### src/rtl/ltc2387_acq_ctrl_if.sv
// Signal bundle between the LTC2387 acquisition controller (master) and the
// ADC pins plus the sample consumer (slave).
interface ltc2387_acq_ctrl_if #(
  parameter int ADC_WIDTH = 18
);
  logic                 enable;
  logic [15:0]          period;
  logic                 da;
  logic                 db;
  logic                 cnv;
  logic                 adc_clk;
  logic [ADC_WIDTH-1:0] sample_data;
  logic                 sample_valid;
  logic                 busy;
  logic                 overrun;

  modport master (
    input  enable, period, da, db,
    output cnv, adc_clk, sample_data, sample_valid, busy, overrun
  );

  modport slave (
    output enable, period, da, db,
    input  cnv, adc_clk, sample_data, sample_valid, busy, overrun
  );
endinterface

### src/rtl/ltc2387_acq_ctrl.sv
// LTC2387 acquisition scheduler: periodic CNV pulse, conversion wait, then a
// gated adc_clk burst that deserialises the two DDR lanes into one sample.
module ltc2387_acq_ctrl #(
  parameter int ADC_WIDTH        = 18,
  parameter int CLK_HALF_PERIOD  = 2,
  parameter int CNV_HIGH_CYCLES  = 2,
  parameter int CONV_WAIT_CYCLES = 8,
  parameter int NUM_CLK_PULSES   = 5
) (
  input  logic clk,
  input  logic reset,
  ltc2387_acq_ctrl_if.master bus
);

  localparam int CYC_W  = $clog2(CONV_WAIT_CYCLES + 1);
  localparam int HALF_W = $clog2(CLK_HALF_PERIOD + 1);
  localparam int EDGE_W = $clog2(2 * NUM_CLK_PULSES + 1);

  localparam logic [CYC_W-1:0]  CNV_END     = CYC_W'(CNV_HIGH_CYCLES);
  localparam logic [CYC_W-1:0]  WAIT_END    = CYC_W'(CONV_WAIT_CYCLES);
  localparam logic [HALF_W-1:0] HALF_END    = HALF_W'(CLK_HALF_PERIOD);
  localparam logic [EDGE_W-1:0] NUM_SAMPLES = EDGE_W'(ADC_WIDTH / 2);
  localparam logic [EDGE_W-1:0] LAST_SAMPLE = EDGE_W'(ADC_WIDTH / 2 - 1);
  localparam logic [EDGE_W-1:0] LAST_EDGE   = EDGE_W'(2 * NUM_CLK_PULSES - 1);

  typedef enum logic [1:0] {IDLE, CNV_HI, CONV_WAIT, CLOCKING} state_t;

  state_t                state_reg, state_next;
  logic [15:0]           period_cnt_reg, period_cnt_next;
  logic [CYC_W-1:0]      cyc_reg, cyc_next;
  logic [HALF_W-1:0]     half_reg, half_next;
  logic [EDGE_W-1:0]     edge_reg, edge_next;
  logic [ADC_WIDTH-1:0]  shift_reg, shift_next;
  logic [ADC_WIDTH-1:0]  sample_data_reg, sample_data_next;
  logic                  cnv_reg, cnv_next;
  logic                  adc_clk_reg, adc_clk_next;
  logic                  sample_valid_reg, sample_valid_next;
  logic                  busy_reg, busy_next;
  logic                  overrun_reg, overrun_next;

  logic                  trigger;
  logic [ADC_WIDTH-1:0]  shifted;

  // Trigger is judged on pre-edge counter and busy values.
  assign trigger = bus.enable && (period_cnt_reg == 16'd0);
  assign shifted = {shift_reg[ADC_WIDTH-3:0], bus.da, bus.db};

  always_ff @(posedge clk or posedge reset) begin
    if (reset) begin
      state_reg        <= IDLE;
      period_cnt_reg   <= '0;
      cyc_reg          <= '0;
      half_reg         <= '0;
      edge_reg         <= '0;
      shift_reg        <= '0;
      sample_data_reg  <= '0;
      cnv_reg          <= 1'b0;
      adc_clk_reg      <= 1'b0;
      sample_valid_reg <= 1'b0;
      busy_reg         <= 1'b0;
      overrun_reg      <= 1'b0;
    end else begin
      state_reg        <= state_next;
      period_cnt_reg   <= period_cnt_next;
      cyc_reg          <= cyc_next;
      half_reg         <= half_next;
      edge_reg         <= edge_next;
      shift_reg        <= shift_next;
      sample_data_reg  <= sample_data_next;
      cnv_reg          <= cnv_next;
      adc_clk_reg      <= adc_clk_next;
      sample_valid_reg <= sample_valid_next;
      busy_reg         <= busy_next;
      overrun_reg      <= overrun_next;
    end
  end

  always_comb begin
    state_next        = state_reg;
    period_cnt_next   = period_cnt_reg;
    cyc_next          = cyc_reg;
    half_next         = half_reg;
    edge_next         = edge_reg;
    shift_next        = shift_reg;
    sample_data_next  = sample_data_reg;
    cnv_next          = cnv_reg;
    adc_clk_next      = adc_clk_reg;
    sample_valid_next = 1'b0;
    busy_next         = busy_reg;
    overrun_next      = overrun_reg;

    // period of 0 or 1 reloads 0, so every enabled cycle triggers
    if (!bus.enable) begin
      period_cnt_next = 16'd0;
    end else if (period_cnt_reg == 16'd0) begin
      period_cnt_next = (bus.period > 16'd1) ? (bus.period - 16'd1) : 16'd0;
    end else begin
      period_cnt_next = period_cnt_reg - 16'd1;
    end

    if (trigger && busy_reg) begin
      overrun_next = 1'b1;
    end

    case (state_reg)
      IDLE: begin
        if (trigger) begin
          state_next = CNV_HI;
          cnv_next   = 1'b1;
          busy_next  = 1'b1;
          cyc_next   = CYC_W'(1);
        end
      end
      CNV_HI: begin
        cyc_next = cyc_reg + CYC_W'(1);
        if (cyc_reg == CNV_END) begin
          cnv_next   = 1'b0;
          state_next = CONV_WAIT;
        end
      end
      CONV_WAIT: begin
        cyc_next = cyc_reg + CYC_W'(1);
        if (cyc_reg == WAIT_END) begin
          state_next   = CLOCKING;
          half_next    = HALF_W'(1);
          edge_next    = '0;
          adc_clk_next = 1'b0;
        end
      end
      CLOCKING: begin
        if (half_reg == HALF_END) begin
          half_next    = HALF_W'(1);
          adc_clk_next = ~adc_clk_reg;
          edge_next    = edge_reg + EDGE_W'(1);
          if (edge_reg < NUM_SAMPLES) begin
            shift_next = shifted;
          end
          if (edge_reg == LAST_SAMPLE) begin
            sample_data_next  = shifted;
            sample_valid_next = 1'b1;
          end
          if (edge_reg == LAST_EDGE) begin
            adc_clk_next = 1'b0;
            busy_next    = 1'b0;
            state_next   = IDLE;
          end
        end else begin
          half_next = half_reg + HALF_W'(1);
        end
      end
      default: begin
        state_next = IDLE;
      end
    endcase
  end

  assign bus.cnv          = cnv_reg;
  assign bus.adc_clk      = adc_clk_reg;
  assign bus.sample_data  = sample_data_reg;
  assign bus.sample_valid = sample_valid_reg;
  assign bus.busy         = busy_reg;
  assign bus.overrun      = overrun_reg;

endmodule

### src/flat_wrapper.sv
// flat-port wrapper written by rule: the top's interface ports become plain ports
module ltc2387_acq_ctrl_flat 
#(
  parameter int ADC_WIDTH        = 18,
  parameter int CLK_HALF_PERIOD  = 2,
  parameter int CNV_HIGH_CYCLES  = 2,
  parameter int CONV_WAIT_CYCLES = 8,
  parameter int NUM_CLK_PULSES   = 5
)
  (clk, reset, bus_enable, bus_period, bus_da, bus_db, bus_cnv, bus_adc_clk, bus_sample_data, bus_sample_valid, bus_busy, bus_overrun);
  ltc2387_acq_ctrl_if #(.ADC_WIDTH(ADC_WIDTH)) bus_i ();
  input  logic clk;
  input  logic reset;
  input wire logic [$bits(bus_i.enable)-1:0] bus_enable;
  input wire logic [$bits(bus_i.period)-1:0] bus_period;
  input wire logic [$bits(bus_i.da)-1:0] bus_da;
  input wire logic [$bits(bus_i.db)-1:0] bus_db;
  output wire logic [$bits(bus_i.cnv)-1:0] bus_cnv;
  output wire logic [$bits(bus_i.adc_clk)-1:0] bus_adc_clk;
  output wire logic [$bits(bus_i.sample_data)-1:0] bus_sample_data;
  output wire logic [$bits(bus_i.sample_valid)-1:0] bus_sample_valid;
  output wire logic [$bits(bus_i.busy)-1:0] bus_busy;
  output wire logic [$bits(bus_i.overrun)-1:0] bus_overrun;
  assign bus_i.enable = bus_enable;
  assign bus_i.period = bus_period;
  assign bus_i.da = bus_da;
  assign bus_i.db = bus_db;
  assign bus_cnv = bus_i.cnv;
  assign bus_adc_clk = bus_i.adc_clk;
  assign bus_sample_data = bus_i.sample_data;
  assign bus_sample_valid = bus_i.sample_valid;
  assign bus_busy = bus_i.busy;
  assign bus_overrun = bus_i.overrun;
  ltc2387_acq_ctrl #(.ADC_WIDTH(ADC_WIDTH), .CLK_HALF_PERIOD(CLK_HALF_PERIOD), .CNV_HIGH_CYCLES(CNV_HIGH_CYCLES), .CONV_WAIT_CYCLES(CONV_WAIT_CYCLES), .NUM_CLK_PULSES(NUM_CLK_PULSES)) u_core (.clk(clk), .reset(reset), .bus(bus_i));
endmodule
### config.mk
export PLATFORM = sky130hd
export DESIGN_NAME = ltc2387_acq_ctrl_flat
export DESIGN_NICKNAME = d
export VERILOG_FILES = /design/src/rtl/ltc2387_acq_ctrl_if.sv /design/src/rtl/ltc2387_acq_ctrl.sv /design/src/flat_wrapper.sv
export SDC_FILE = /design/constraint.sdc
export NUM_CORES = 1
export LEC_CHECK = 0
export ABC_AREA = 1
export BUFFER_PORTS_ARGS = -buffer_cell sky130_fd_sc_hd__buf_2
export CORE_MARGIN = 2
export CORE_UTILIZATION = 35
export DETAILED_ROUTE_END_ITERATION = 8
export HOLD_SLACK_MARGIN = 0.06
export PLACE_DENSITY = 0.64
export SETUP_SLACK_MARGIN = 0.02
export SYNTH_ARGS = -nofsm -noshare
export SYNTH_HDL_FRONTEND = slang
export SYNTH_SLANG_ARGS = --single-unit
### constraint.sdc
create_clock -name clk -period 2.91 [get_ports clk]
set_clock_uncertainty 0.15 [all_clocks]
set_input_delay 0.7275 -clock clk [delete_from_list [all_inputs] [get_ports clk]]
set_output_delay 0.7275 -clock clk [all_outputs]
set_load 0.02 [all_outputs]
Word level (Yosys, flattened, before mapping)
Cells that the tools add are included.
- add/subtract/negate cells: 5
- $lt $le $gt $ge: 2
- equality and inequality tests: 13
- multiplexer cells: 30
- bitwise gates (word level): 1
- reduce and logical (&&, ||, !) cells: 17
- operators by type and width (operator ; count):
    16-bit two-way mux ; 3
    16-bit by 1-bit subtractor with 16-bit output (second input constant) ; 2
    16-bit by 1-bit greater-than comparator with 1-bit output (second input constant) ; 1
    16-bit zero test ; 1
    4-bit case mux with 2 select lines ; 2
    2-bit two-way mux ; 7
    4-bit equality test (second input constant) ; 3
    4-bit two-way mux ; 3
    3-bit AND reduction ; 4
    1-bit two-way mux ; 10
    2-bit by 1-bit inequality test with 1-bit output (second input constant) ; 5
    4-bit by 1-bit adder with 4-bit output (second input constant) ; 2
    2-bit case mux with 4 select lines ; 1
    2-bit nonzero test ; 4
    2-bit equality test (second input constant) ; 3
    1-bit case mux with 2 select lines ; 3
    5-bit AND reduction ; 1
    4-bit by 2-bit equality test with 1-bit output (second input constant) ; 1
    4-bit less-than comparator (second input constant) ; 1
    2-bit case mux with 2 select lines ; 1
    2-bit AND reduction ; 2
    4-bit AND reduction ; 1
    2-bit by 1-bit adder with 2-bit output (second input constant) ; 1
    2-bit by 1-bit equality test with 1-bit output (second input constant) ; 1
    other kinds (4) ; 5
- register bits after elaboration: 67
- input port bits: 21
- output and inout port bits: 23
- word-level logic and storage cells: 80

Longest topological paths before layout
- depth after elaboration: 4
- depth in mapped cells: 10
- mapped depth without buffers: 10

Worst setup path before layout
OpenSTA, ideal clock, no wires.
- kind: input -> register
- start: input bus_period[0]
- end: register u_core.period_cnt_reg[12]
- setup time: 119 ps
- data arrival time: 1633 ps
- required time: 2641 ps
- setup slack: 1008 ps
- stages on the path: 9
- path buffers: 0
- cell sequence: inv_1 ha_1 nand2_1 nor2_2 nand2_1 inv_1 or2_2 nand3_1 nand2_1
- word-level cells in the longest chain between the ends: 4
- elaborated cells between the ends (all ways): 5
- those cells by class: 1 x add/sub; 1 x order compare; 3 x mux
- RTL lines (item ; line ; RTL):
    start, declared ; flat_wrapper.sv:15 ; input wire logic [$bits(bus_i.period)-1:0] bus_period;
    16-bit by 1-bit subtractor with 16-bit output or 16-bit by 1-bit greater-than comparator with 1-bit output (tied branches) ; ltc2387_acq_ctrl.sv:96 ; period_cnt_next = (bus.period > 16'd1) ? (bus.period - 16'd1) : 16'd0;
    16-bit two-way mux (*) ; ltc2387_acq_ctrl.sv:96 ;
    16-bit two-way mux (*) ; ltc2387_acq_ctrl.sv:95 ; end else if (period_cnt_reg == 16'd0) begin
    16-bit two-way mux (*) ; ltc2387_acq_ctrl.sv:93 ; if (!bus.enable) begin
    via u_core.period_cnt_next[12] ; ltc2387_acq_ctrl.sv:29 ; logic [15:0] period_cnt_reg, period_cnt_next;
    end signal, assigned ; ltc2387_acq_ctrl.sv:64 ; period_cnt_reg <= period_cnt_next;
    end, declared ; ltc2387_acq_ctrl.sv:29 ;
Mark *: on every way through the listed nets, which the timed path passes. The rest lies on a longest branch.
A chain may end at the register's enable or synchronous reset.

Final worst setup path
- start: register u_core.state_reg[1]
- end: register u_core.shift_reg[11]
- word-level cells in the longest chain between the ends: 2
- RTL lines (item ; line ; RTL):
    start, declared ; ltc2387_acq_ctrl.sv:28 ; state_t state_reg, state_next;
    start signal, assigned ; ltc2387_acq_ctrl.sv:63 ; state_reg <= state_next;
    2-bit equality test ; ltc2387_acq_ctrl.sv:105 ; case (state_reg)
    3-bit AND reduction (no line) ; n/a ;
    end signal, assigned ; ltc2387_acq_ctrl.sv:68 ; shift_reg <= shift_next;
    end, declared ; ltc2387_acq_ctrl.sv:33 ; logic [ADC_WIDTH-1:0] shift_reg, shift_next;
Every way passes these cells.

==> run summary <==
The share of the cycle needed by the critical path after routing works out to 0.715. The TritonCTS buffer count was 9; the maximum level of the CTS H-tree was 3. The DRC violation count after routing is 0.

Tracing the worst setup path back leads to its startpoint at u_core.state_reg[1]. The run gives 0 as the setup violation total in the final timing report. Counting I/O delays and the setup requirement, the final critical path takes 2.08 ns. The repair_antennas step left the layout with diodes totalling 0. The actual slew at the worst max-slew pin was 0.843 ns; the total area of sequential cells was 0.00168 mm2. The logs give 2.17 ns for the arrival time of data at the critical path endpoint and 0 for the number of synthesis warnings. The count of input and output buffers came out at 43. Critical-path maximum fanout: 32.

The combined area of all synthesized cells was 0.00370 mm2; the sequential area share after synthesis was 0.453. Overflow left after global routing: 0. Static timing analysis puts the maximum clock frequency at 480 MHz. Relative max-transition margin: 0.436. The clock-pin slew on the worst setup and hold paths came out at 0.08 ns.

The worst register-to-register path begins at u_core.state_reg[1]. The post-CTS setup repair buffer count is 0, and the chip height is 107 um. Data on the critical path is required at its endpoint by 3.00 ns. The endpoint identified for the worst register-to-register timing path is u_core.shift_reg[11].

After filler insertion, the fill cell instance count of the layout stands at 1,048. The starting density of the core was 0.360; the delay of the slowest cell on the worst path was 0.49 ns. The critical path in this run is classified as flip-flop to flip-flop.

The met2 global-route usage is 0.216. The run gives 0.187 as the met1 routing resource usage after global routing. The layer flagged by global routing as most heavily used is met2. Clock root buffer: sky130_fd_sc_hd__clkbuf_8. Dividing the synthesized area by the synthesized cell count gives 7.98 um2. The proportion of power drawn by the clock network was 0.223. Setup repair after global routing left no endpoint under its margin. The logs give 0 for the initial antenna violation count and 12,800 um for the global-route wire length before repair.

Sequential share of power: 0.366. The run gives 0.0267 as the met3 capacity usage during global routing. The initialized floorplan defines 37 standard-cell rows. The share of final-layout standard cells stronger than drive strength 1 works out to 0.181. The top cell types in the final layout, fill and taps aside, are sky130_fd_sc_hd__nand2_1 (118), sky130_fd_sc_hd__dfrtp_1 (67), sky130_fd_sc_hd__inv_1 (59), sky130_fd_sc_hd__nor2_1 (43), sky130_fd_sc_hd__buf_2 (43).

The logs give 0 for the total count of max-transition violations in the final report and 1580 uW for the switching power summed over all nets. The number of storage elements in the synthesis netlist came out at 67. The wire-length estimate of the detail-placed layout is 5580 um.

The library cell used most frequently in the layout, excluding fill and tap cells, is sky130_fd_sc_hd__nand2_1. Post-route worst setup slack: 0.828 ns. The master of the slowest instance on the critical path is sky130_fd_sc_hd__nand2_1. The total of cells resized after clock tree synthesis is 0. The register with the most flip-flops in the layout has 18 of them.

The tool flagged a number of max-cap violations equal to 0. Total number of vias: 3,053. The run gives 0.139 as the global-route usage over all layers. The accumulated negative setup slack was 0 ns; the number of cells traversed by the worst register-to-register path was 5. The tightest hold path in the finished design has a slack of 0.311 ns. The number of global-route vias before repair is 2,885. The share of the core filled with cells in the final layout is 0.419, and the power density over the cells is 890 mW/mm2. The number of iterations in the first detailed-routing pass was 4; the clock sink count was 67. The hold violation total from the final report was 0. The worst setup path is launched from a flip-flop. Counting every net in the synthesized netlist gives 499. The combinational share of power is 0.411.

Power comes to 3830 uW. During I/O placement, the number of pins put on the boundary was 44. Area share of the leading cell type in the synthesized netlist: 0.453.

Walking the worst path, the cells encountered are ha_1 -> nand3_1 -> inv_2 -> nand2_1 -> o21ai_0. The clock passes through at most 2 buffers. For the global placement routability congestion, the log shows 1.00.

The min-delay analysis places its worst path in the category input pin to async pin. The clock reaches the later pin of the worst-skew pair after 0.35 ns. The worst-case IR drop observed on VDD is 0.263 mV. Dominant delay contributor by cell family on the critical path: simple AND/OR/NAND/NOR gates. In this run the static leakage power is 0.00226 uW.

The type of element capturing the critical path was a flip-flop. Prior to clock tree synthesis, the placed netlist has a worst setup slack of 0.746 ns. The run gives 2260 uW as the internal power. Compared with the post-synthesis result, the final layout area differs by 16.3%. From left edge to right edge, the die measures 107 um. The worst reg-to-reg setup slack is 0.83 ns. By area the synthesized netlist is led by sky130_fd_sc_hd__dfrtp_1 (45%), sky130_fd_sc_hd__nand2_1 (12%), sky130_fd_sc_hd__inv_1 (6.1%), sky130_fd_sc_hd__o21ai_0 (5.4%), sky130_fd_sc_hd__nand3_1 (4.9%). Buffers inserted to repair hold after CTS numbered 0. Synthesis handed over a netlist of 464 instances. The flow ran to the end, and the final reports show no timing, DRC or antenna violations. Summing all multi-input logic gate instances after layout gives 0.00175 mm2. The die covers 0.0114 mm2. The average via count per standard cell was 4.66. After the last flow step, the layout net total stands at 549. Wires add up to 7520 um. For the count of different cell masters after synthesis, the log shows 34.

TritonCTS built the clock tree. The logs give 146 for the number of DRC violations after detailed-routing iteration 0 and 0 for the remaining number of nets flagged by the antenna check after routing. In the final routed layout, each cell accounts on average for 11.5 um.

Number of buffers and inverters on the critical path: 1. Of all cell types, the one taking the most synthesized area is sky130_fd_sc_hd__dfrtp_1. The total area inside the core boundary comes to 0.0103 mm2. The maximum number of pins on one net before global-route repair was 37; the switching share of total power was 0.411.
## stage by stage
| step | instances | area (um2) |
|---|---|---|
| 3_3_place_gp | 639 | 4090 |
| 5_1_grt | 655 | 4310 |
| 4_1_cts | 655 | 4310 |
| 3_5_place_dp | 639 | 4090 |
| 2_1_floorplan | 464 | 3700 |
| 6_report | 655 | 4310 |
## routing by layer
| metal | up-vias | part of all wire |
|---|---|---|
| li1 | 1576 | - |
| met1 | 1380 | 0.48 |
| met2 | 78 | 0.45 |
| met3 | 19 | 0.043 |
| met4 | 0 | 0.031 |
| met5 | - | 0 |
## Yosys cell counts (all sizes together)
master / n
a21boi: 1
a21o: 1
a21oi: 10
and2: 1
buf: 3
clkbuf: 3
clkinv: 1
dfrtp: 67
ha: 14
inv: 63
nand2: 125
nand3: 37
nand4: 6
nor2: 52
nor3: 3
o211ai: 1
o21ai: 49
o21bai: 2
o22ai: 6
o31ai: 1
or2: 3
xnor2: 6
xor2: 9
## worst reg2reg max path, delay by kind of cell (launching register included)
family / cells / cell delay [ns]
adders and majority gates: 1 / 0.29
buffers and inverters: 1 / 0.11
DFF: 1 / 0.40
AOI/OAI and AO/OA: 1 / 0.37
and+or+nand+nor: 2 / 0.65
## how the worst max path moves through the flow
| stage | slack (ns) | cells past startpoint | to |
|---|---|---|---|
| 4_1_cts | 0.82 | 5 | u_core.shift_reg[11] |
| 5_1_grt | 0.52 | 5 | u_core.shift_reg[0] |
| 6_report | 0.83 | 5 | u_core.shift_reg[11] |
| 3_5_place_dp | 0.75 | 10 | u_core.period_cnt_reg[15] |
| 2_1_floorplan | 0.35 | 1 | u_core.bus.adc_clk |
| 3_3_place_gp | 0.81 | 10 | u_core.period_cnt_reg[12] |
## logic make-up (layout without fill, tap and decap cells)
logic type               Yosys count  count (layout)  synth area share
AND/OR/NAND/NOR                  227             227             0.275
AO/OA/AOI/OAI                     71              71             0.115
buffers and inverters             70             125            0.0740
flip-flops                        67              67             0.453
XOR/XNOR                          15              15            0.0355
adder cells (fa/ha/maj)           14              14            0.0473
## layout make-up
cell class | instances | share of cell area
clock buffer | 10 | 0.0296
clock inverter | 6 | 0.0209
inverter | 64 | 0.0575
multi-input combinational | 327 | 0.407
sequential | 67 | 0.389
tap | 136 | 0.0395
timing repair buffer | 45 | 0.0564
## power by group through the flow
| stage | sequential [uW] | combinational [uW] | clock (uW) |
|---|---|---|---|
| after global placement | 1410 | 1520 | 0 |
| after floorplan | 1450 | 1160 | 0 |
| final | 1400 | 1580 | 855 |
| after global routing | 1440 | 1810 | 914 |
| after detailed placement | 1420 | 1560 | 0 |
| after CTS | 1400 | 1590 | 871 |
Note: power is estimated with default switching activity, not from simulation.
